$ cat src/rtl/ctrl_pkg.sv
// Shared types and constants for the multi-cycle RV32 control path.
package ctrl_pkg;

    localparam int unsigned STATE_W  = 3;
    localparam int unsigned OPCODE_W = 7;

    // Fixed state encoding; code 6 is unused.
    typedef enum logic [STATE_W-1:0] {
        IDLE   = 3'd0,
        FETCH  = 3'd1,
        DECODE = 3'd2,
        EXEC   = 3'd3,
        MEM    = 3'd4,
        WB     = 3'd5,
        TRAP   = 3'd7
    } state_t;

    typedef enum logic [1:0] {
        NONE  = 2'd0,
        R     = 2'd1,
        LOAD  = 2'd2,
        STORE = 2'd3
    } iclass_t;

    localparam logic [OPCODE_W-1:0] OP_R     = 7'b0110011;
    localparam logic [OPCODE_W-1:0] OP_LOAD  = 7'b0000011;
    localparam logic [OPCODE_W-1:0] OP_STORE = 7'b0100011;

    // Map an opcode to its instruction class; NONE marks an unsupported opcode.
    function automatic iclass_t decode_class(input logic [OPCODE_W-1:0] op);
        iclass_t c;
        case (op)
            OP_R:     c = R;
            OP_LOAD:  c = LOAD;
            OP_STORE: c = STORE;
            default:  c = NONE;
        endcase
        return c;
    endfunction

endpackage

$ cat src/rtl/mem_watchdog.sv
// Counts cycles a memory request waits for its ack; flags expiry in the limit cycle.
module mem_watchdog #(
    parameter int unsigned TIMEOUT = 16
) (
    input  logic clk,
    input  logic nReset,
    input  logic clr,
    input  logic busy,
    input  logic ack,
    output logic expire
);

    localparam int unsigned CNT_W = 8;
    localparam logic [CNT_W-1:0] LIMIT = CNT_W'(TIMEOUT - 1);

    logic [CNT_W-1:0] count;

    // Wait counter: cleared when a new request phase starts, advances while stalled.
    always_ff @(posedge clk or negedge nReset) begin
        if (!nReset) begin
            count <= '0;
        end else if (clr) begin
            count <= '0;
        end else if (busy && !ack) begin
            count <= count + CNT_W'(1);
        end
    end

    // An ack in the limit cycle completes normally, so it suppresses expiry.
    assign expire = busy && !ack && (count == LIMIT);

endmodule

$ cat src/rtl/multicycle_ctrl.sv
// Multi-cycle control FSM: fetch/decode/execute/memory/writeback sequencing for the RV32 datapath.
module multicycle_ctrl
    import ctrl_pkg::*;
#(
    parameter int unsigned RET_W   = 32,
    parameter int unsigned TIMEOUT = 16
) (
    input  logic                clk,
    input  logic                nReset,
    input  logic [OPCODE_W-1:0] opcode,
    input  logic                mem_ack,
    output logic                mem_req,
    output logic                mem_we,
    output logic                mem_sel,
    output logic                ir_en,
    output logic                pc_en,
    output logic                regw,
    output logic                wb_sel,
    output logic                alu_src,
    output logic                illegal,
    output logic                timeout,
    output logic [STATE_W-1:0]  state,
    output logic [RET_W-1:0]    retired
);

    state_t  state_q;
    state_t  state_d;
    iclass_t cls_q;
    iclass_t dec_cls;
    logic    set_illegal;
    logic    wd_busy;
    logic    wd_clr;
    logic    wd_expire;

    assign dec_cls = decode_class(opcode);
    assign state   = state_q;

    // Watchdog watches the two request states; it restarts on entry to either.
    assign wd_busy = (state_q == FETCH) || (state_q == MEM);
    assign wd_clr  = ((state_d == FETCH) || (state_d == MEM)) && (state_d != state_q);

    mem_watchdog #(
        .TIMEOUT (TIMEOUT)
    ) u_watchdog (
        .clk    (clk),
        .nReset (nReset),
        .clr    (wd_clr),
        .busy   (wd_busy),
        .ack    (mem_ack),
        .expire (wd_expire)
    );

    // State register.
    always_ff @(posedge clk or negedge nReset) begin
        if (!nReset) begin
            state_q <= IDLE;
        end else begin
            state_q <= state_d;
        end
    end

    // Next-state and strobe decode (Moore per state, Mealy on mem_ack).
    always_comb begin
        state_d     = state_q;
        mem_req     = 1'b0;
        mem_we      = 1'b0;
        mem_sel     = 1'b0;
        ir_en       = 1'b0;
        pc_en       = 1'b0;
        regw        = 1'b0;
        wb_sel      = 1'b0;
        alu_src     = 1'b0;
        set_illegal = 1'b0;
        case (state_q)
            IDLE: begin
                state_d = FETCH;
            end
            FETCH: begin
                mem_req = 1'b1;
                if (mem_ack) begin
                    ir_en   = 1'b1;
                    state_d = DECODE;
                end else if (wd_expire) begin
                    state_d = TRAP;
                end
            end
            DECODE: begin
                if (dec_cls == NONE) begin
                    set_illegal = 1'b1;
                    state_d     = TRAP;
                end else begin
                    state_d = EXEC;
                end
            end
            EXEC: begin
                alu_src = (cls_q != R);
                state_d = (cls_q == R) ? WB : MEM;
            end
            MEM: begin
                mem_req = 1'b1;
                mem_sel = 1'b1;
                mem_we  = (cls_q == STORE);
                alu_src = 1'b1;
                if (mem_ack) begin
                    if (cls_q == STORE) begin
                        pc_en   = 1'b1;
                        state_d = FETCH;
                    end else begin
                        state_d = WB;
                    end
                end else if (wd_expire) begin
                    state_d = TRAP;
                end
            end
            WB: begin
                regw    = 1'b1;
                wb_sel  = (cls_q == LOAD);
                pc_en   = 1'b1;
                state_d = FETCH;
            end
            TRAP: begin
                state_d = TRAP;
            end
            default: begin
                state_d = IDLE;
            end
        endcase
    end

    // Instruction class is captured once per instruction while the opcode is stable.
    always_ff @(posedge clk or negedge nReset) begin
        if (!nReset) begin
            cls_q <= NONE;
        end else if (state_q == DECODE) begin
            cls_q <= dec_cls;
        end
    end

    // Sticky trap causes; only reset clears them.
    always_ff @(posedge clk or negedge nReset) begin
        if (!nReset) begin
            illegal <= 1'b0;
            timeout <= 1'b0;
        end else begin
            if (set_illegal) begin
                illegal <= 1'b1;
            end
            if (wd_expire) begin
                timeout <= 1'b1;
            end
        end
    end

    // Retired-instruction counter: one count per PC advance, wraps freely.
    always_ff @(posedge clk or negedge nReset) begin
        if (!nReset) begin
            retired <= '0;
        end else if (pc_en) begin
            retired <= retired + RET_W'(1);
        end
    end

endmodule

$ cat config.mk
export PLATFORM = sky130hd
export DESIGN_NAME = multicycle_ctrl
export DESIGN_NICKNAME = d
export VERILOG_FILES = /design/src/rtl/ctrl_pkg.sv /design/src/rtl/mem_watchdog.sv /design/src/rtl/multicycle_ctrl.sv
export SDC_FILE = /design/constraint.sdc
export NUM_CORES = 1
export LEC_CHECK = 0
export CORE_MARGIN = 4
export CORE_UTILIZATION = 45
export DETAILED_ROUTE_END_ITERATION = 10
export HOLD_SLACK_MARGIN = 0.15
export PLACE_DENSITY_LB_ADDON = 0.12
export SYNTH_ARGS = -nofsm -noshare
export SYNTH_HDL_FRONTEND = slang
export SYNTH_HIERARCHICAL = 1
export SYNTH_SLANG_ARGS = --single-unit
export TNS_END_PERCENT = 10
$ cat constraint.sdc
create_clock -name clk -period 2.05 [get_ports clk]
set_clock_uncertainty 0.05 [all_clocks]
set_input_delay 0.41 -clock clk [delete_from_list [all_inputs] [get_ports clk]]
set_output_delay 0.41 -clock clk [all_outputs]
set_load 0.03 [all_outputs]
==> summary.txt <==
Floorplan
  – Core ar.: 0.005140 mm²
  – Num rows: 26
  – Chip height: 81.14 µm
  – Die width: 81.14 µm
  – I/O Pins: 55
  – Die area: 0.006584 mm²
  – Starting Density: 46.84%

Synth
  – Yosys warns: 6
  – Most area-hungry cell type in the Yosys netlist: dfrtp_1
  – EDFF count, synth: 0
  – Flop and latch count out of synthesis: 47
  – Top cell type's share of synthesized area: 48.86%
  – Post-Syn Area per Cell: 10.65 µm²
  – Ys flop type: dfrtp_1
  – Mapped Nets: 238
  – Mapped Area: 0.002407 mm²
  – Number of distinct library cells after synthesis: 45
  – Mapped Cells: 226
  – Synth area leaders: dfrtp_1 (49%), xnor2_1 (9.5%), nand4_1 (4.2%)
  – Sequential share of the synthesized area: 48.86%
  – Post-synth ARST share: 100.0%

Power
  – Pwr Density: 1016 mW/mm²
  – P_leak: 1.465 nW
  – Peak supply drop: 0.8366 mV

Setup path
  – CP Data Required Time: 1.59 ns
  – Critical Path AT: 1.57 ns
  – Crit start category: register
  – Worst r2r src: state[2]
  – Crit-path slowest cell: dfrtp_2
  – Critical Path Source: state[2]
  – Worst Setup End Kind: output port
  – Crit-path cells: nor2b_4, nand2b_4, nor2b_4, buf_6, buf_6
  – Crit-path max cell delay: 0.48 ns
  – Crit path buffers/inverters: 2
  – Setup CP Type: register to output port
  – Crit-path max FO: 8
  – Cell class contributing the biggest share of worst-path delay: simple AND/OR/NAND/NOR gates

STA
  – Final setup fails: 0
  – Final Critical Period: 2.027 ns
  – RSZ-0062 raised after global routing: yes
  – Fmax: 0.4934 GHz
  – Setup tns final: 0 ns
  – Slew margin rel.: 65.96%
  – Fin crit share: 98.86%
  – Worst hold slack: 0.4285 ns
  – Fin. max-slew vios: 0
  – Worst-margin pin slew: 0.5079 ns
  – Final hold vios: 0

Cells and area
  – Fin nets: 321
  – Fill cell count: 438
  – Most frequent cells in the layout: dfrtp_1 (45), clkdlybuf4s50_1 (41), xnor2_1 (26)
  – Final Core Density: 66.60%
  – Area grow syn2layout: 42.20%
  – Commonest non-fill, non-tap cell in the layout: dfrtp_1
  – Reg area: 0.001179 mm²
  – Area occupied by multi-input gates: 0.001220 mm²
  – Layout cells sized above 1: 22.26%
  – Antenna fix cells: 0

Global routing
  – GR Overflow Total: 0
  – Vias in the first global route: 1969
  – First-pass GRT wire length: 9.177 mm
  – Pin count of the biggest net entering global routing: 48
  – GRT Total Usage: 18.00%
  – Initial antenna violation count: 0

Detailed routing
  – DRT Pass-1 Iters: 4
  – Starting DRT DRC Count: 82
  – Via-to-Cell Ratio: 5.237
  – Post-Route WL: 5.492 mm
  – Routed Antenna Nets: 0
  – Post-route DRC: 0
  – WL/cell: 14.45 µm
  – Total number of vias: 1990

Clocking
  – CTS H-tree lvls: 2
  – CTS tree: built
  – Number of CTS-inserted buffers: 5
  – Insertion delay of the later-clocked pin in the worst-skew pair: 0.30 ns
  – Clock root cell: clkbuf_8
  – CTS Buffer Depth: 2
  – Clock-pin slew on the worst setup and hold paths: 0.10 ns
  – Sink Count: 47

Flow run
  – Max-cap violations: 0

Place
  – Dpl hpwl: 3.926 mm
  – IO buf count: 54
  – Routability Congestion: 0.8204

Min path
  – Hold WC Path Type: register to register
  – Hold Crit Start: retired[31]

Status
  – Status: finished, final reports clean
[final cells by class]
class,instances,area share (%)
clock inverter,3,1.352
multi-input combinational,165,35.64
sequential,47,34.43
tap,70,2.558
clock buffer,5,2.010
inverter,8,0.8772
timing repair buffer,82,23.14
[cells in the mapped netlist, types with 3 or more instances]
cell	n
dfrtp_1	47
clkbuf_1	4
inv_1	8
nand4_1	16
nor3_1	4
or4_1	3
o21ai_0	3
nor2_1	14
o31ai_1	3
nor4_1	3
nor2b_1	4
nand3_1	15
a21oi_1	9
xnor2_1	26
nand2_1	16
and2_1	3
xor2_1	7
and3_1	4
[layer usage]
layer	GRT usage [%]	vias to the layer above	wire, µm
met2	29.89	49	2643
met3	3.769	4	256
met5	0	-	0
met4	6.926	0	48
met1	23.01	963	2543
li1	-	974	-
[worst paths after layout]
kind | cells past startpoint | end | slack (ns)
worst max-delay path | 5 | mem_req | 0.02
worst min-delay path | 1 | retired[31] | 0.43
worst max register to register | 8 | state[2] | 0.10
worst min register to register | 1 | retired[31] | 0.43
max in group asynchronous | 3 | state[2] | 1.15
min in group asynchronous | 3 | retired[21] | 0.57
[flip-flops by register name (all words and copies together) (netlist names)]
| signal | flops |
|---|---|
| cls_q | 2 |
| state | 3 |
| retired | 32 |
| u_watchdog/count | 8 |
| timeout | 1 |
| illegal | 1 |
[cell families after synthesis]
family          synth area share, %
mux                           1.819
simple gates                  25.68
buf+inv                       2.806
xor+xnor                      12.01
compound gates                7.797
fa+ha+maj                     1.039
flops                         48.86
[where the power goes]
part,switching [mW],internal (mW),total (mW)
clock,0.342,0.368,0.710
combinational,0.856,0.722,1.58
sequential,0.155,1.04,1.19
total,1.35,2.13,3.48
[through the flow]
| stage | instances | cell area (µm²) | power [mW] | setup slack (ns) |
|---|---|---|---|---|
| finish | 380 | 3423 | 3.479 | 0.02343 |
| global route | 380 | 3423 | 3.680 | -0.06884 |
| CTS | 375 | 3346 | 3.367 | -0.1778 |
| detailed placement | 366 | 3218 | 2.662 | -0.3112 |
| global placement | 366 | 3218 | 2.643 | -0.2493 |
| floorplan | 226 | 2457 | 2.077 | -0.08297 |
[repair_timing]
action	in CTS	in global routing
gates resized for setup	3	15
setup buffers	0	5
hold buffers	1	0
setup endpoints to repair	6	15
gates cloned	0	0
endpoints found under the hold margin	47	0
pin swaps	0	2
Power figures use the tool's default switching activity.
